**src/rtl/mips_isa_pkg.sv**
```systemverilog
// Shared MIPS-subset ISA definitions: operation codes, primary opcodes and R-type funct values.
// Used by both the instruction encoder and the decode side.
package mips_isa_pkg;

    typedef enum logic [3:0] {
        OP_AND   = 4'd0,
        OP_OR    = 4'd1,
        OP_ADD   = 4'd2,
        OP_ADDU  = 4'd3,
        OP_MULT  = 4'd4,
        OP_J     = 4'd5,
        OP_ANDI  = 4'd6,
        OP_ORI   = 4'd7,
        OP_ADDI  = 4'd8,
        OP_ADDIU = 4'd9
    } op_e;

    localparam logic [5:0] OPC_RTYPE = 6'd0;
    localparam logic [5:0] OPC_J     = 6'd2;
    localparam logic [5:0] OPC_ADDI  = 6'd8;
    localparam logic [5:0] OPC_ADDIU = 6'd9;
    localparam logic [5:0] OPC_ANDI  = 6'd12;
    localparam logic [5:0] OPC_ORI   = 6'd13;

    localparam logic [5:0] FN_MULT = 6'd24;
    localparam logic [5:0] FN_ADD  = 6'd32;
    localparam logic [5:0] FN_ADDU = 6'd33;
    localparam logic [5:0] FN_AND  = 6'd36;
    localparam logic [5:0] FN_OR   = 6'd37;

    function automatic logic op_is_legal(input logic [3:0] op);
        return op <= OP_ADDIU;
    endfunction

endpackage

```
**src/rtl/instr_word_pack.sv**
```systemverilog
// Combinational packing of one operation and its operand fields into a 32-bit instruction word.
// Fields not used by the selected format are ignored; codes above ADDIU raise illegal.
module instr_word_pack
    import mips_isa_pkg::*;
(
    input  logic [3:0]  op,
    input  logic [4:0]  rs,
    input  logic [4:0]  rt,
    input  logic [4:0]  rd,
    input  logic [15:0] imm,
    input  logic [25:0] target,
    output logic [31:0] word,
    output logic        illegal
);

    always_comb begin
        word    = 32'd0;
        illegal = !op_is_legal(op);
        case (op)
            OP_AND:   word = {OPC_RTYPE, rs, rt, rd, 5'd0, FN_AND};
            OP_OR:    word = {OPC_RTYPE, rs, rt, rd, 5'd0, FN_OR};
            OP_ADD:   word = {OPC_RTYPE, rs, rt, rd, 5'd0, FN_ADD};
            OP_ADDU:  word = {OPC_RTYPE, rs, rt, rd, 5'd0, FN_ADDU};
            OP_MULT:  word = {OPC_RTYPE, rs, rt, rd, 5'd0, FN_MULT};
            OP_J:     word = {OPC_J, target};
            OP_ANDI:  word = {OPC_ANDI, rs, rt, imm};
            OP_ORI:   word = {OPC_ORI, rs, rt, imm};
            OP_ADDI:  word = {OPC_ADDI, rs, rt, imm};
            OP_ADDIU: word = {OPC_ADDIU, rs, rt, imm};
            default:  word = 32'd0;
        endcase
    end

endmodule

```
**src/rtl/instr_encoder.sv**
```systemverilog
// Sequencer that accepts encode requests and streams packed words into instruction memory.
// Optional INSTR_ENCODER_CHECKSUM_EN adds a running XOR of every strobed word.
module instr_encoder
    import mips_isa_pkg::*;
#(
    parameter int DEPTH  = 64,
    parameter int ADDR_W = 6
) (
    input  logic              clk,
    input  logic              rst,
    input  logic              clear,
    input  logic              req_valid,
    output logic              req_ready,
    input  logic [3:0]        op,
    input  logic [4:0]        rs,
    input  logic [4:0]        rt,
    input  logic [4:0]        rd,
    input  logic [15:0]       imm,
    input  logic [25:0]       target,
    output logic              imem_we,
    output logic [ADDR_W-1:0] imem_addr,
    output logic [31:0]       imem_wdata,
    output logic [ADDR_W:0]   count,
    output logic              full,
    output logic              err
`ifdef INSTR_ENCODER_CHECKSUM_EN
    ,
    output logic [31:0]       checksum
`endif
);

    localparam logic [ADDR_W:0] FULL_CNT = (ADDR_W + 1)'(DEPTH);

    logic [31:0]       word;
    logic              illegal;
    logic [ADDR_W-1:0] wr_ptr;
    logic              we_q;
    logic              accept;

    instr_word_pack u_pack (
        .op      (op),
        .rs      (rs),
        .rt      (rt),
        .rd      (rd),
        .imm     (imm),
        .target  (target),
        .word    (word),
        .illegal (illegal)
    );

    assign full      = (count == FULL_CNT);
    assign req_ready = !full && !clear && !rst;
    assign accept    = req_valid && req_ready;
    // A strobe registered on the edge before rst rises is suppressed here.
    assign imem_we   = we_q && !rst;

    always_ff @(posedge clk) begin
        if (rst) begin
            we_q       <= 1'b0;
            imem_addr  <= '0;
            imem_wdata <= 32'd0;
            wr_ptr     <= '0;
            count      <= '0;
            err        <= 1'b0;
        end else begin
            we_q <= 1'b0;
            if (clear) begin
                wr_ptr <= '0;
                count  <= '0;
                err    <= 1'b0;
            end else if (accept) begin
                if (illegal) begin
                    err <= 1'b1;
                end else begin
                    we_q       <= 1'b1;
                    imem_addr  <= wr_ptr;
                    imem_wdata <= word;
                    wr_ptr     <= wr_ptr + ADDR_W'(1);
                    count      <= count + (ADDR_W + 1)'(1);
                end
            end
        end
    end

`ifdef INSTR_ENCODER_CHECKSUM_EN
    always_ff @(posedge clk) begin
        if (rst || clear) begin
            checksum <= 32'd0;
        end else if (accept && !illegal) begin
            checksum <= checksum ^ word;
        end
    end
`endif

endmodule

```
**config.mk**
```make
export PLATFORM = sky130hd
export DESIGN_NAME = instr_encoder
export DESIGN_NICKNAME = d
export VERILOG_FILES = /design/src/rtl/mips_isa_pkg.sv /design/src/rtl/instr_word_pack.sv /design/src/rtl/instr_encoder.sv
export SDC_FILE = /design/constraint.sdc
export NUM_CORES = 1
export LEC_CHECK = 0
export ABC_AREA = 0
export CORE_MARGIN = 5
export CORE_UTILIZATION = 43
export DETAILED_ROUTE_END_ITERATION = 7
export GPL_ROUTABILITY_DRIVEN = 0
export PLACE_DENSITY = 0.95
export RECOVER_POWER = 25
export REMOVE_ABC_BUFFERS = 1
export SLEW_MARGIN = 25
export SYNTH_ARGS = -nofsm -noshare
export SYNTH_HDL_FRONTEND = slang
export SYNTH_SLANG_ARGS = --single-unit
```
**constraint.sdc**
```tcl
create_clock -name clk -period 4.75 [get_ports clk]
set_input_delay 0.95 -clock clk [delete_from_list [all_inputs] [get_ports clk]]
set_output_delay 0.95 -clock clk [all_outputs]
set_load 0.02 [all_outputs]
```
# Word level (Yosys, flattened, before mapping)
# Cells that the tools add are included.
[classes] n_addsub=2 magnitude_cmp=1 n_eq_ne=10 n_mux=2 n_bitwise=3 reduce_logical=13
[op_table] operator="$pmux 30 s10" n=1
[op_table] operator="$eq 4x3->1 const B" n=4
[op_table] operator="$eq 4x2->1 const B" n=2
[op_table] operator="$eq 4x4->1 const B" n=2
[op_table] operator="$add 7x1->7 const B" n=1
[op_table] operator="$eq 7x7->1 const B" n=1
[op_table] operator="$add 6x1->6 const B" n=1
[op_table] operator="$eq 4x1->1 const B" n=1
[op_table] operator="$le 4x4->1 const B" n=1
[op_table] operator="$logic_and 1x1->1" n=4
[op_table] operator="$logic_not 4->1" n=1
[op_table] operator="$reduce_and 2->1" n=2
[op_table] operator="$logic_not 1->1" n=3
[op_table] operator="$not 1->1" n=3
[op_table] operator="$reduce_and 3->1" n=1
[op_table] operator="$reduce_or 3->1" n=1
[op_table] operator="$reduce_or 2->1" n=1
[op_table] operator="$mux 1" n=1
[word_totals] regBits=53 in_bits=65 out_inout_bits=49 wordCells=37

# Logic depth before layout (Yosys ltp)
# Gate-level depths: netlist of the first run.
[depth] word_depth=7 ltp_mapped=8

# Hierarchy
# From an unflattened synthesis of the first run, not the netlist that was laid out.
[hier_totals] hier_cells=326 area_unflattened_um2=2593.7
[by_module_without_submodules] module="instr_encoder" n_inst=1 cells_each=250 area_each_um2=2025.7
[by_module_without_submodules] module="instr_word_pack" n_inst=1 cells_each=76 area_each_um2=568.0

# Worst setup path after synthesis of the first run
# OpenSTA, ideal clock, no wires.
[synth_path] kind="in2out" from="input port clear" to="output port req_ready" arrival_time_ps=1716 setup_slack_ps=2084 path_stages=3 cell_sequence="or2_2 > clkbuf_1 > nor2_1"
[synth_via] elab_chain_len=3
[synth_lines] item="start: declaration" line_no="instr_encoder.sv:11" source="input logic clear,"
[synth_lines] item="$logic_not 1->1" line_no="instr_encoder.sv:52" source="assign req_ready = !full && !clear && !rst;"
[synth_lines] item="$logic_and 1x1->1 (2 in a row)" line_no="instr_encoder.sv:52"
[synth_lines] item="end: declaration" line_no="instr_encoder.sv:13" source="output logic req_ready,"
# No other way between the ends.

# Worst setup path after layout of the first run
[layout_path] from="input port rst" to="output port req_ready"
[layout_via] elab_chain_len=2
[layout_lines] item="start: declaration" line_no="instr_encoder.sv:10" source="input logic rst,"
[layout_lines] item="$logic_not 1->1" line_no="instr_encoder.sv:52"
[layout_lines] item="$logic_and 1x1->1" line_no="instr_encoder.sv:52"
# No other way between the ends.

==> results of run 1 <==
state kept, by name, summed over array words and instances, names as in the netlist:
signal,flops
imem_wdata,30
count,7
imem_addr,6
wr_ptr,6
err,1
we_q,1
report_power, final:
| group | internal (uW) | total [uW] | leakage (uW) | switching, uW |
|---|---|---|---|---|
| logic | 86.0 | 161 | 0.000876 | 75.4 |
| registers | 440 | 446 | 0.000414 | 6.46 |
| clock network | 104 | 239 | 0.0000422 | 135 |
| total | 629 | 846 | 0.00133 | 217 |
how the worst max path moves through the flow:
stage	startpoint	end	slack, ns
2_1_floorplan	clear	count[3]$_SDFFE_PP0P_	1.96
3_3_place_gp	rst	req_ready	1.10
3_5_place_dp	rst	req_ready	1.10
4_1_cts	rst	req_ready	1.09
5_1_grt	rst	req_ready	1.03
6_report	rst	req_ready	1.10
per-stage QoR:
| step | setup WS (ns) | area [um2] |
|---|---|---|
| finish | 1.10 | 3510 |
| global route | 1.03 | 3510 |
| CTS | 1.09 | 3510 |
| detailed placement | 1.10 | 3430 |
| global placement | 1.10 | 3430 |
| floorplan | 1.96 | 2200 |
synthesized netlist by cell type (2+ instances only):
master / number / share of area [%]
dfxtp_1: 51 / 45
nor2_1: 35 / 5.7
nand2_1: 32 / 5.2
a21oi_1: 21 / 4.6
nor3_1: 21 / 4.6
a221oi_1: 16 / 6.1
clkbuf_1: 13 / 2.1
a211oi_1: 7 / 2.3
a222oi_1: 5 / 2.2
buf_2: 5 / 1.1
mux2i_1: 5 / 2.2
nand3_1: 5 / 1.1
nand3b_1: 5 / 1.6
nor2b_1: 5 / 1.4
o21ai_0: 5 / 1.1
inv_1: 4 / 0.65
nand4_1: 4 / 1.1
or3_1: 4 / 1.1
ha_1: 3 / 1.6
a2111oi_0: 2 / 0.76
a21o_1: 2 / 0.65
buf_4: 2 / 0.65
nand2b_1: 2 / 0.55
o21a_1: 2 / 0.65
xnor2_1: 2 / 0.76
cell type report:
class	count	area share, %
clock buffer	7	2.17
sequential	51	29.1
tap	70	2.49
clock inverter	1	0.142
timing repair buffer	116	32.7
inverter	5	0.534
multi-input combinational	198	32.9
kinds of logic after synthesis:
logic type | after synthesis
fa+ha+maj | 3
other cells | 1
flops | 51
xor+xnor | 2
compound gates | 65
simple gates | 121
mux | 5
buf+inv | 26
critical path: stages:
cell	delay [ns]
clkdlybuf4s50_1	0.43
buf_4	0.21
or2_2	0.38
nor2_1	0.12
clkdlybuf4s50_1	0.61
metal layers:
metal | vias up | global-route usage [%] | routed length [um]
met3 | 7 | 4.06 | 406
met4 | 0 | 4.61 | 72
li1 | 1202 | - | -
met2 | 88 | 34.3 | 3490
met5 | - | 0 | 0
met1 | 1124 | 24.9 | 3120
==> summary.txt, run 1 <==
STA
  • Clock Skew: ~0.007 ns
  • Worst-Margin Slew: ~0.94 ns
  • Fin crit share: a little under 80%
  • Setup tns final: 0 ns
  • Unrepaired setup endpoints after global routing: no
  • Fin. max-slew vios: 0
  • Final Hold Fails: 0
  • Final Setup Violations: 0
  • Min Hold Slack: ~0.46 ns
  • F_max: 274 MHz
  • Tmin final: approximately 3.7 ns
  • Relative slew margins: around 37%

CTS
  • Clock Sinks: 51
  • H-tree depth: 2
  • Setup bufs post-CTS: 0
  • Clock buffer count from CTS: 5
  • Post_cts resized: 0
  • CTS max path bufs: 2
  • Clock-pin slew on the worst setup and hold paths: about 0.09 ns
  • CTS tree: built
  • Cts hold-fix bufs: 0
  • Clk Latency, worst-skew pair: roughly 0.29 ns
  • CTS Root Cell: clkbuf_8

Synthesis
  • Post-synthesis async set-or-reset flop share: 0%
  • Synth Area in Compound Gates: roughly a fifth
  • Yosys cell types: 41
  • Post-synth EDFFs: 0
  • Main combinational cell family by area after synthesis: simple AND/OR/NAND/NOR gates
  • Mux contribution to synthesized area: under 10%
  • Total of warnings raised by yosys: 0
  • Synth Area in Adders: roughly 1.6%
  • Post-Synth XOR/XNOR Area: 0.764%
  • Simple-gate share of the synthesized area: around 26%
  • Syn_area_per_cell: approximately 8.4 um2
  • Cell count after synthesis: approximately 270
  • Synth Flop Type: dfxtp_1
  • Seq cells post-synth: 51
  • Mapped cell area: roughly 0.0023 mm2
  • Register area share after synthesis: 44.5%

Finish
  • Most common cell after layout, fill and taps aside: clkdlybuf4s50_1
  • Antenna cells: 0
  • Final cell count without fillers: roughly 450
  • Final core area utilization: between 60 and 70%
  • Multi-input combinational cell area: 0.00116 mm2
  • FF/Latch Area: roughly 0.001 mm2
  • Fraction of layout instances using a drive strength above 1: under 10%
  • Most frequent cells in the layout: clkdlybuf4s50_1 (87), dfxtp_1 (51), nor2_1 (35), nand2_1 (32), dlygate4sd3_1 (24)
  • Area grow syn2layout: 53.3%
  • FILL cells: 436
  • Layout Nets: 445

Min path
  • Hold EP: imem_addr[5]$_SDFFE_PP0P_
  • Hold path cells: 2
  • Min-delay worst type: flip-flop to flip-flop
  • Hold path start: imem_addr[5]$_SDFFE_PP0P_

Critical path
  • Startpoint class of the critical path: input port
  • Reg2reg path depth: 7
  • CP Max Fanout: 19
  • R2r setup slk: between 2 and 2.5 ns
  • Critical path endpoint category: output port
  • CP required: about 3.8 ns
  • Kind of critical path: input port to output port
  • Critical path arrival: 2.70 ns
  • Reg-to-Reg End: wr_ptr[4]$_SDFFE_PP0P_
  • Worst r2r src: count[0]$_SDFFE_PP0P_

Drt
  • DR iter-0 viols: 173
  • Wirelength per Cell: 15.8 um
  • Final WL: between 7 and 8 mm
  • ANT nets after route: 0
  • Vias: 2421
  • Router iterations before antenna repair: 4
  • Drc violations: 0
  • Via density: approximately 5.4

Power and ir drop
  • Max rail drop VDD: between 0.00015 and 0.0002 V
  • Lkg Pwr: ~0.0013 uW
  • Total power: ~850 uW
  • Power per cell area: between 200 and 250 mW/mm2

Run status
  • Status: finished, final reports clean

Place
  • Detailed Place HPWL: between 5 and 6 mm
  • Port Buf Inserts: roughly 110
  • Placed insts: between 400 and 500

GRT
  • Grt ovf: 0
  • Initial antenna violation count: 0
  • First-pass GRT wire length: 11.4 mm
  • Largest net degree at the start of global routing: between 40 and 50
  • Vias in the first global route: 2263
  • GRT Overall Usage: between 10% and 20%

Floorplan
  • CORE AREA: 0.00514 mm2
  • Die area: 0.00689 mm2
  • Die width: roughly 83 um
  • Initial Util: between 40% and 50%
  • IO Pins: about 110
  • Cell Rows: 26
  • Die Ht: about 83 um

Run
  • Max-cap violation count: 0
Power figures use the tool's default switching activity.
==> inputs of run 2 (changes only) <==
Settings changed: CORE_UTILIZATION 43 to 36, PLACE_DENSITY 0.95 to 0.86.
Clock period 4.75 ns to 3 ns, I/O delays scaled along.
==> summary.txt, run 2 (synthesized netlist as in run 1, its figures left out) <==
Floorplan
  • CORE AREA: 0.00628 mm2 (+22%)
  • Initial Util: 36.5% (-8.1 points)
  • Cell Rows: 29 (+12%)
  • Die area: 0.00806 mm2 (+17%)
  • Die Ht: 89.8 um (+8.2%)
  • IO Pins: 114 (unchanged)
  • Die width: 89.8 um (+8.2%)

STA
  • Tmin final: 2.84 ns
  • Clock Skew: 0.00831 ns (+0.00136 ns)
  • Fin. max-slew vios: 0 (unchanged)
  • Setup tns final: 0 ns (unchanged)
  • Final Hold Fails: 0 (unchanged)
  • Unrepaired setup endpoints after global routing: no
  • F_max: around 350 MHz
  • Worst-Margin Slew: 0.939 ns (+0.0000836 ns)
  • Relative slew margins: 37.4% (about the same)
  • Fin crit share: 94.7%
  • Final Setup Violations: 0 (unchanged)

CTS
  • CTS Root Cell: clkbuf_8
  • Clk Latency, worst-skew pair: 0.30 ns (about the same)
  • Setup bufs post-CTS: 0 (unchanged)
  • CTS max path bufs: 2 (unchanged)
  • Post_cts resized: 0 (unchanged)
  • H-tree depth: 2 (unchanged)
  • Cts hold-fix bufs: 0 (unchanged)
  • Clock buffer count from CTS: 5 (unchanged)
  • CTS tree: built
  • Clock Sinks: 51 (unchanged)
  • Clock-pin slew on the worst setup and hold paths: 0.09 ns (about the same)

Run
  • Max-cap violation count: 0 (unchanged)

Finish
  • Design area: 0.00359 mm2 (+2.3%)
  • Layout Nets: 451 (+1.3%)
  • Most common cell after layout, fill and taps aside: clkdlybuf4s50_1
  • FILL cells: 567 (+30%)
  • Most frequent cells in the layout: clkdlybuf4s50_1 (87), dfxtp_1 (51), nor2_1 (35), nand2_1 (32), dlygate4sd3_1 (24)
  • Area grow syn2layout: 56.8%
  • Antenna cells: 0 (unchanged)
  • Top flop regs: imem_wdata x30, count x7
  • Fraction of layout instances using a drive strength above 1: 5.73% (+1.8 points)
  • Biggest register: imem_wdata
  • Max FFs per register: 30 (unchanged)

Drt
  • Wirelength per Cell: 15.6 um (-1.2%)
  • Drc violations: 0 (unchanged)
  • Router iterations before antenna repair: 4 (unchanged)
  • DR iter-0 viols: 153 (-12%)
  • Final WL: 7.21 mm (+1.7%)
  • Vias: 2424 (+0.12%)
  • Via density: 5.26 (-2.7%)
  • ANT nets after route: 0 (unchanged)

Power and ir drop
  • Max rail drop VDD: 0.000202 V (+17%)
  • Lkg Pwr: 0.00137 uW (+2.7%)
  • Power per cell area: 385 mW/mm2 (+60%)

Min path
  • Min-delay worst type: flip-flop to flip-flop
  • Hold path cells: 2 (unchanged)

GRT
  • GRT Overall Usage: 17.1% (-2.5 points)
  • Top Usage Layer GRT: met2
  • First-pass GRT wire length: 11.8 mm (+3.4%)
  • Grt ovf: 0 (unchanged)
  • Largest net degree at the start of global routing: 33 (-23%)
  • GR met3 Demand/Resource: 5.93% (+1.9 points)
  • Initial antenna violation count: 0 (unchanged)
  • Vias in the first global route: 2327 (+2.8%)
  • GRT met1 Usage: 21.4% (-3.5 points)
  • Met2 global-route usage: 28.6% (-5.7 points)

Critical path
  • CP cell instances: dlygate4sd3_1, or2_2, nor2_1, clkdlybuf4s50_1
  • Critical path endpoint category: output port
  • Buf+Inv Stages, Crit Path: 2 (-1)
  • CP top delay family: buffers and inverters
  • Stages on worst setup path: 4 (-1)
  • Critical path arrival: 2.24 ns (-0.46 ns)
  • Slowest stage delay, CP: 0.63 ns (+0.02 ns)
  • Startpoint class of the critical path: input port
  • CP Max Fanout: 6 (-13)
  • Crit path max-delay cell type: dlygate4sd3_1
  • Kind of critical path: input port to output port
  • CP required: 2.40 ns (-1.40 ns)
  • Reg2reg path depth: 7 (unchanged)

Place
  • Cell Area, Placed: 0.00350 mm2 (+1.9%)
  • Detailed Place HPWL: 5.53 mm (+3.8%)
  • Port Buf Inserts: 111 (unchanged)

Run status
  • Status: finished, final reports clean
-- run 2: changes by cell type in the layout (fill, tap and decap cells not counted), sizes merged --
cell / delta
buf: +6
-- run 2: through the flow --
step	util (%)	hold slack, ns	setup WS [ns]	power, uW	std cells
floorplan	-	0.431	0.558	816	254
global placement	55.7	0.442	0.271	983	453
detailed placement	55.7	0.448	0.262	990	453
CTS	57.2	0.460	0.256	1400	461
global route	57.2	0.477	0.104	1450	461
finish	57.2	0.453	0.160	1380	461
-- run 2: power by group --
part | switching (uW) | internal (uW) | total, uW
Sequential | 10.4 | 696 | 707
Clock | 226 | 190 | 416
Combinational | 120 | 141 | 261
-- run 2: worst reg2reg max path: cells and delay by family, from the launching register on --
kind,cells,cell delay (ns)
fa+ha+maj,1,0.19
simple gates,2,0.24
compound gates,2,0.73
flops,1,0.47
buf+inv,2,0.30
-- run 2: layer usage --
metal	up-vias	wire (um)	part of all wire [%]
met3	2	567	7.9
li1	1207	-	-
met2	88	3660	51
met1	1127	2970	41
met5	-	0	0
met4	0	14	0.19
-- run 2: final timing paths --
| path | slack (ns) | from | endpoint |
|---|---|---|---|
| max | 0.16 | rst | req_ready |
| min | 0.45 | imem_wdata[27]$_SDFFE_PP0P_ | imem_wdata[27]$_SDFFE_PP0P_ |
| max reg2reg | 0.95 | count[0]$_SDFFE_PP0P_ | imem_wdata[4]$_SDFFE_PP0P_ |
| min reg2reg | 0.45 | imem_wdata[27]$_SDFFE_PP0P_ | imem_wdata[27]$_SDFFE_PP0P_ |
-- run 2: layout make-up --
cell class,instances,area [um2],area share (%)
Timing Repair Buffer,122,1210,33.6
Clock buffer,7,86.3,2.40
Tap cell,77,96.3,2.68
Sequential cell,51,1020,28.4
Inverter,5,18.8,0.522
Multi-Input combinational cell,198,1160,32.2
Clock inverter,1,8.76,0.244
